**src/rtl/mem_bridge_pkg.sv**
```systemverilog
// mem_bridge_pkg: shared types and constants for the CPU-to-BRAM/MMIO bridge.
// Holds the access-size encoding, the FSM state encoding and the MMIO map.
package mem_bridge_pkg;

  // Access size as driven by the CPU on cpu_size
  typedef enum logic [1:0] {
    SZ_BYTE  = 2'd0,
    SZ_HALF  = 2'd1,
    SZ_WORD  = 2'd2,
    SZ_DWORD = 2'd3
  } size_e;

  // Bridge control states
  typedef enum logic [1:0] {
    IDLE    = 2'd0,
    RD_WAIT = 2'd1,
    RESP    = 2'd2
  } state_e;

  // MMIO window and register offsets (byte addresses)
  localparam logic [63:0] MMIO_BASE    = 64'h0000_0000_1000_0000;
  localparam logic [63:0] MMIO_LED_OFF = 64'h0000_0000_0000_0000;
  localparam logic [63:0] MMIO_SW_OFF  = 64'h0000_0000_0000_0008;

endpackage

```
**src/rtl/mem_bridge_align.sv**
```systemverilog
// mem_bridge_align: purely combinational lane logic for the bridge.
// Produces byte strobes and the lane-shifted store word for the 64-bit BRAM,
// extracts and sign/zero-extends a load from a 64-bit BRAM word, and flags
// accesses whose byte offset is not a multiple of their size.
module mem_bridge_align
  import mem_bridge_pkg::*;
#(
  parameter int XLEN = 64
) (
  input  logic [1:0]      size,
  input  logic [2:0]      lane,
  input  logic            is_unsigned,
  input  logic [XLEN-1:0] st_data,
  input  logic [63:0]     ld_word,
  output logic            misaligned,
  output logic [7:0]      strobe,
  output logic [63:0]     st_lane,
  output logic [XLEN-1:0] ld_data
);

  size_e       sz;
  logic [63:0] st_wide;
  logic [63:0] ld_shift;
  logic [63:0] ld_ext;

  assign sz       = size_e'(size);
  assign st_wide  = 64'(st_data);
  // Store data arrives right-aligned; move it up to its byte lane.
  assign st_lane  = st_wide << {lane, 3'b000};
  // Load data is brought down to bit 0 before masking and extension.
  assign ld_shift = ld_word >> {lane, 3'b000};

  // Per-size strobe pattern, alignment check and load extension
  always_comb begin
    misaligned = 1'b0;
    strobe     = 8'h00;
    ld_ext     = 64'h0;
    case (sz)
      SZ_BYTE: begin
        strobe = 8'h01 << lane;
        ld_ext = is_unsigned ? {56'h0, ld_shift[7:0]}
                             : {{56{ld_shift[7]}}, ld_shift[7:0]};
      end
      SZ_HALF: begin
        misaligned = lane[0];
        strobe     = 8'h03 << lane;
        ld_ext     = is_unsigned ? {48'h0, ld_shift[15:0]}
                                 : {{48{ld_shift[15]}}, ld_shift[15:0]};
      end
      SZ_WORD: begin
        misaligned = |lane[1:0];
        strobe     = 8'h0F << lane;
        ld_ext     = is_unsigned ? {32'h0, ld_shift[31:0]}
                                 : {{32{ld_shift[31]}}, ld_shift[31:0]};
      end
      default: begin
        misaligned = |lane;
        strobe     = 8'hFF;
        ld_ext     = ld_shift;
      end
    endcase
  end

  assign ld_data = XLEN'(ld_ext);

endmodule

```
**src/rtl/mem_bridge.sv**
```systemverilog
// mem_bridge: connects the CPU load/store port to a 64-bit-wide block RAM and
// a small MMIO window (LED register, synchronised switches).
// The accept cycle is the IDLE cycle in which a request is seen: BRAM enable,
// strobes, address and data are driven combinationally in that cycle and are
// forced to zero at all other times (including while rst is low).
// Optional feature: define MEM_BRIDGE_MMIO_EN to enable the MMIO window;
// without it MMIO addresses fault, led_out is 0 and sw_in is ignored.
// RD_LAT must lie in 1..3 (the wait counter is two bits wide).
module mem_bridge
  import mem_bridge_pkg::*;
#(
  parameter int XLEN    = 64,
  parameter int BRAM_AW = 14,
  parameter int RD_LAT  = 2
) (
  input  logic               clk,
  input  logic               rst,
  input  logic               memory_re,
  input  logic               memory_we,
  input  logic [XLEN-1:0]    cpu_addr,
  input  logic [XLEN-1:0]    cpu_wdata,
  input  logic [1:0]         cpu_size,
  input  logic               cpu_unsigned,
  output logic [XLEN-1:0]    cpu_rdata,
  output logic               mem_ready,
  output logic               bus_err,
  output logic               bram_en,
  output logic [7:0]         bram_we,
  output logic [BRAM_AW-1:0] bram_addr,
  output logic [63:0]        bram_wdata,
  input  logic [63:0]        bram_rdata,
  output logic [15:0]        led_out,
  input  logic [15:0]        sw_in
);

  localparam logic [1:0] RD_LAT_M1 = 2'(RD_LAT - 1);

  state_e          state_reg;
  state_e          state_next;
  logic [1:0]      cnt_reg;
  logic            live_reg;
  logic [1:0]      size_reg;
  logic [2:0]      lane_reg;
  logic            uns_reg;
  logic [XLEN-1:0] cpu_rdata_reg;
  logic            mem_ready_reg;
  logic            bus_err_reg;

  logic            req;
  logic            is_store;
  logic            is_load;
  logic            in_bram;
  logic            hit_led;
  logic            hit_sw;
  logic            fault;
  logic            bram_acc;
  logic            mmio_acc;
  logic [15:0]     mmio_rdata;
  logic            rd_done;

  logic [1:0]      al_size;
  logic [2:0]      al_lane;
  logic            al_uns;
  logic            misaligned;
  logic [7:0]      strobe;
  logic [63:0]     st_lane;
  logic [XLEN-1:0] ld_data;

  // A store wins over a simultaneous load; the load is simply dropped.
  assign is_store = memory_we;
  assign is_load  = memory_re & ~memory_we;
  // live_reg keeps the accept path quiet while rst is low and for the first
  // edge after release, so BRAM controls are zero throughout reset.
  assign req      = (state_reg == IDLE) & live_reg & (memory_re | memory_we);
  assign in_bram  = (cpu_addr >> (BRAM_AW + 3)) == '0;
  assign rd_done  = (state_reg == RD_WAIT) & (cnt_reg == 2'd0);

  // In IDLE the lane logic sees the live request; afterwards it sees the
  // captured size/offset so the returning BRAM word can be extracted.
  assign al_size = (state_reg == IDLE) ? cpu_size     : size_reg;
  assign al_lane = (state_reg == IDLE) ? cpu_addr[2:0] : lane_reg;
  assign al_uns  = (state_reg == IDLE) ? cpu_unsigned : uns_reg;

  mem_bridge_align #(
    .XLEN(XLEN)
  ) u_align (
    .size       (al_size),
    .lane       (al_lane),
    .is_unsigned(al_uns),
    .st_data    (cpu_wdata),
    .ld_word    (bram_rdata),
    .misaligned (misaligned),
    .strobe     (strobe),
    .st_lane    (st_lane),
    .ld_data    (ld_data)
  );

`ifdef MEM_BRIDGE_MMIO_EN
  logic [15:0] led_reg;
  logic [15:0] sw_meta_reg;
  logic [15:0] sw_sync_reg;

  assign hit_led    = cpu_addr == XLEN'(MMIO_BASE + MMIO_LED_OFF);
  assign hit_sw     = cpu_addr == XLEN'(MMIO_BASE + MMIO_SW_OFF);
  assign mmio_rdata = hit_led ? led_reg : sw_sync_reg;
  assign led_out    = led_reg;

  // Two-flop synchroniser for the raw board switches
  always_ff @(posedge clk or negedge rst) begin
    if (!rst) begin
      sw_meta_reg <= 16'h0;
      sw_sync_reg <= 16'h0;
    end else begin
      sw_meta_reg <= sw_in;
      sw_sync_reg <= sw_meta_reg;
    end
  end

  // LED register written by stores to its offset (low 16 bits of the data)
  always_ff @(posedge clk or negedge rst) begin
    if (!rst) begin
      led_reg <= 16'h0;
    end else if (mmio_acc && is_store && hit_led) begin
      led_reg <= cpu_wdata[15:0];
    end
  end
`else
  logic sw_unused;

  assign hit_led    = 1'b0;
  assign hit_sw     = 1'b0;
  assign mmio_rdata = 16'h0;
  assign led_out    = 16'h0;
  assign sw_unused  = ^sw_in;
`endif

  // Misaligned or unmapped requests fault without touching BRAM or MMIO.
  assign fault    = req & (misaligned | ~(in_bram | hit_led | hit_sw));
  assign bram_acc = req & ~fault & in_bram;
  assign mmio_acc = req & ~fault & ~in_bram;

  assign bram_en    = bram_acc;
  assign bram_we    = (bram_acc & is_store) ? strobe : 8'h00;
  assign bram_addr  = bram_acc ? cpu_addr[BRAM_AW+2:3] : '0;
  assign bram_wdata = (bram_acc & is_store) ? st_lane : 64'h0;

  assign cpu_rdata = cpu_rdata_reg;
  assign mem_ready = mem_ready_reg;
  assign bus_err   = bus_err_reg;

  // Next-state: BRAM loads wait for the RAM, everything else responds next cycle
  always_comb begin
    state_next = state_reg;
    case (state_reg)
      IDLE:    if (req) state_next = (bram_acc & is_load) ? RD_WAIT : RESP;
      RD_WAIT: if (cnt_reg == 2'd0) state_next = RESP;
      RESP:    state_next = IDLE;
      default: state_next = IDLE;
    endcase
  end

  // State, latency counter and captured request attributes
  always_ff @(posedge clk or negedge rst) begin
    if (!rst) begin
      state_reg <= IDLE;
      live_reg  <= 1'b0;
      cnt_reg   <= 2'd0;
      size_reg  <= 2'd0;
      lane_reg  <= 3'd0;
      uns_reg   <= 1'b0;
    end else begin
      state_reg <= state_next;
      live_reg  <= 1'b1;
      if (req) begin
        cnt_reg  <= RD_LAT_M1;
        size_reg <= cpu_size;
        lane_reg <= cpu_addr[2:0];
        uns_reg  <= cpu_unsigned;
      end else if ((state_reg == RD_WAIT) && (cnt_reg != 2'd0)) begin
        cnt_reg <= cnt_reg - 2'd1;
      end
    end
  end

  // Response flags are high exactly while the FSM sits in RESP
  always_ff @(posedge clk or negedge rst) begin
    if (!rst) begin
      mem_ready_reg <= 1'b0;
      bus_err_reg   <= 1'b0;
    end else begin
      mem_ready_reg <= (state_next == RESP);
      bus_err_reg   <= fault;
    end
  end

  // Load data register: updated by loads and faults, untouched by stores
  always_ff @(posedge clk or negedge rst) begin
    if (!rst) begin
      cpu_rdata_reg <= '0;
    end else if (fault) begin
      cpu_rdata_reg <= '0;
    end else if (mmio_acc && is_load) begin
      cpu_rdata_reg <= XLEN'(mmio_rdata);
    end else if (rd_done) begin
      cpu_rdata_reg <= ld_data;
    end
  end

endmodule

```
**config.mk**
```make
export PLATFORM = sky130hd
export DESIGN_NAME = mem_bridge
export DESIGN_NICKNAME = d
export VERILOG_FILES = /design/src/rtl/mem_bridge_pkg.sv /design/src/rtl/mem_bridge_align.sv /design/src/rtl/mem_bridge.sv
export SDC_FILE = /design/constraint.sdc
export NUM_CORES = 1
export LEC_CHECK = 0
export CAP_MARGIN = 15
export CORE_AREA = 5 5 147 149
export CTS_BUF_LIST = sky130_fd_sc_hd__clkbuf_8
export DETAILED_ROUTE_END_ITERATION = 10
export DIE_AREA = 0 0 152 154
export PLACE_DENSITY = 0.77
export SLEW_MARGIN = 20
export SYNTH_ARGS = -nofsm -noshare
export SYNTH_HDL_FRONTEND = slang
export SYNTH_SLANG_ARGS = --single-unit
```
**constraint.sdc**
```tcl
create_clock -name clk -period 3.2 [get_ports clk]
set_clock_uncertainty 0.1 [all_clocks]
set_input_delay 0.64 -clock clk [delete_from_list [all_inputs] [get_ports clk]]
set_output_delay 0.64 -clock clk [all_outputs]
set_load 0.1 [all_outputs]
```
==> results.cfg <==
[job]
max_cap_violations = 0

[finish]
fin_nets = 1705
syn2layout_area_growth_pct = 90.7
final_cells = 1765
largest_reg_flops = 64
final_area_mm2 = 0.0148
drive_gt1_share_pct = 37.6

[grt]
grt_pass1_vias = 10400
grt_use_total_pct = 31.8
antenna_found_initial = 1
grt_pass1_wl_mm = 59.9
grt_overflow_total = 0
grt_max_degree = 78

[yosys]
avgSynthCellArea_um2 = 7.56
synth_cell_types = 62
ys_warn_count = 0
syn_area_mm2 = 0.00778
synth.top_cell.area_share_pct = 24.8
synth-edff-count = 0
async_flop_share_pct = 100
seq_area_frac_synth_pct = 24.8
synth_flop_cell = dfrtp_1
synth_top_area_cell = dfrtp_1
synthTopCellsByArea = dfrtp_1 (25%), mux2i_1 (12%), nand2_1 (10%), a21oi_1 (6.5%), nand3_1 (4.6%)
postSynthCellCount = 1029
synth-seq-cells = 77

[floorplanning]
die_x_um = 152
core_mm2 = 0.0200
die_area_mm2 = 0.0234
rows = 52
start_util_pct = 38.8
die_h_um = 154
ios = 384

[worst_setup_path]
r2r_end = cpu_rdata[5]$_DFFE_PN0P_
worstPathArrival_ns = 2.67
reg2reg_from = state_reg[0]$_DFF_PN0_
required_ns = 2.46
reg2reg_slack_ns = 0.14
crit_chain = buf_12, or2_4, mux2_2, o41ai_4, nand4_1, buf_6, or2_4, buf_12, nor2_4, buf_12
crit_top_cell = buf_12
cp-end-kind = primary output
critPathLaunchType = flop
crit_path_max_fanout = 13
slowest_delay_ns = 0.40
cp_slowest_cell = dfrtp_1
r2r_cells = 11
critPathBufInv = 4
setup.worst_path.class = reg2out
cpLargestDelayFamily = simple AND/OR/NAND/NOR gates

[clock_network]
cts_tree = built
clkTransAtPathRegs_ns = 0.09
clkLatencyLatePin_ns = 0.36
clockBufferDepth = 2
cts-root-buf = clkbuf_8
postCtsHoldBufs = 0
h-tree-depth = 3
numCtsBuffers = 9
cts_sinks = 77

[timing]
fin_crit_sh_pct = 107
maxSlewViolCount = 0
rsz0062_at_grt = yes
setup_violations = 86
fin_ws_ns = -0.214
min_period_ns = 3.41
hold_viol_final = 0
slew_headroom_pct = 47.7
tightest_slew_ns = 0.784
max_freq_mhz = 293

[placed_design]
port_buffers = 351
post-dp-hpwl_mm = 30.4
place_inst = 1726
place.gp.congestion = 1.02
dpl_cell_area_mm2 = 0.0140

[drt]
routedWlPerCell_um = 22.4
via_per_inst = 5.88
post-route-drc-count = 0
first_pass_iters = 6
dr_total_vias = 10400
ant_nets = 0
first_iter_violations = 1127
routed_wl_mm = 39.5

[pwr]
power-per-cell-area_mw_per_mm2 = 276
power_leakage_nw = 6.46
ir_drop_mv = 0.197

[hold_path]
hold_path_class = in2async

[outcome]
status = finished with violations
violations = negative setup slack
==> worst register-to-register path: cells and delay by family, from the launching register on <==
| kind | cells | cell delay [ns] |
|---|---|---|
| AOI/OAI and AO/OA | 1 | 0.20 |
| buffers and inverters | 6 | 1.31 |
| DFF | 1 | 0.40 |
| muxes | 3 | 0.87 |
| and+or+nand+nor | 1 | 0.11 |
==> worst max path at each step <==
stage | startpoint | to | slack [ns] | cells past startpoint
after global routing | state_reg[0]$_DFF_PN0_ | bram_wdata[8] | -0.34 | 10
after floorplan | cpu_addr[1] | bram_wdata[0] | -0.64 | 6
final | state_reg[0]$_DFF_PN0_ | bram_wdata[8] | -0.21 | 10
after global placement | cpu_addr[1] | bram_wdata[50] | -0.59 | 8
after CTS | state_reg[1]$_DFF_PN0_ | bram_wdata[8] | -0.23 | 10
after detailed placement | cpu_addr[1] | bram_wdata[50] | -0.58 | 8
==> what timing repair did <==
action                     CTS  global route
gates cloned                 4             0
resized for setup          133            28
buffers inserted            18             1
setup endpoints to repair   87            88
pin swaps                   45            19
==> cells by family after synthesis <==
group / Yosys count / synth area share [%]
adders and majority gates: 1 / 0.161
other: 2 / 0.0965
buffers and inverters: 115 / 7.39
and+or+nand+nor: 430 / 25.1
xor gates and xnor gates: 1 / 0.113
DFF: 77 / 24.8
muxes: 111 / 16.5
AOI/OAI and AO/OA: 292 / 25.9
==> synthesized netlist by cell type, drive strengths merged (10+ instances only) <==
master / instances
nand3: 71
mux4: 13
a211oi: 14
mux2i: 90
o22ai: 10
and2: 34
nor4: 13
nor2: 64
buf: 67
o211ai: 40
a32oi: 21
a21oi: 103
nand2: 214
dfrtp: 77
clkbuf: 43
o21ai: 55
o221ai: 16
==> cell usage in the layout (no fill, tap or decap), types with 4 or more instances in the layout <==
master	count
a211oi_1	4
dlygate4sd2_1	43
buf_6	14
a21oi_1	70
nor2_1	28
mux2i_4	4
clkdlybuf4s50_1	147
mux4_2	13
nor2_4	36
o22ai_1	9
o211ai_2	16
clkbuf_8	9
a222oi_1	7
mux2i_2	6
nor4_1	8
nand3_1	68
buf_4	215
o211ai_1	24
o21ai_1	14
nand2_1	210
a32oi_1	19
buf_12	111
and4_1	5
conb_1	17
o21ai_0	37
mux2i_1	80
clkdlybuf4s15_1	5
a21oi_2	22
and2_4	32
mux2_2	8
nor3_1	5
o221ai_1	16
a21oi_4	11
dfrtp_1	77
a211oi_4	10
inv_1	5
==> routing by layer <==
layer,routed length [µm],GRT usage (%)
met2,19600,55.0
met1,14600,39.0
met4,1930,13.1
met5,0,0
met3,3400,6.07
==> area by class of cell <==
class / count / area (µm²)
Clock buffer: 9 / 124
Inverter: 5 / 18.8
Clock inverter: 7 / 98.8
Timing Repair Buffer: 543 / 6040
Fill cell: 1520 / 5190
Multi-Input combinational cell: 853 / 6300
Sequential cell: 77 / 1930
Tap cell: 270 / 338
Antenna cell: 1 / 2.50
==> power breakdown <==
| group | total (W) | internal (W) | switching [W] |
|---|---|---|---|
| Combinational | 0.00223 | 0.000989 | 0.00124 |
| Sequential | 0.00102 | 0.000989 | 0.0000277 |
| Clock | 0.000849 | 0.000445 | 0.000404 |
| Total | 0.00410 | 0.00242 | 0.00167 |
==> stage by stage <==
| stage | utilization [%] | total power (W) | setup TNS (ns) | hold WS [ns] | setup WS (ns) |
|---|---|---|---|---|---|
| 2_1_floorplan | - | 0.00216 | -13.50 | 0.244 | -0.635 |
| 3_3_place_gp | 69.9 | 0.00303 | -53.22 | 0.372 | -0.586 |
| 3_5_place_dp | 69.9 | 0.00305 | -57.47 | 0.375 | -0.576 |
| 4_1_cts | 73.5 | 0.00402 | -13.61 | 0.384 | -0.235 |
| 5_1_grt | 74.1 | 0.00427 | -21.98 | 0.254 | -0.342 |
| 6_report | 74.1 | 0.00410 | -11.49 | 0.208 | -0.214 |
(Power assumes the default switching activity.)
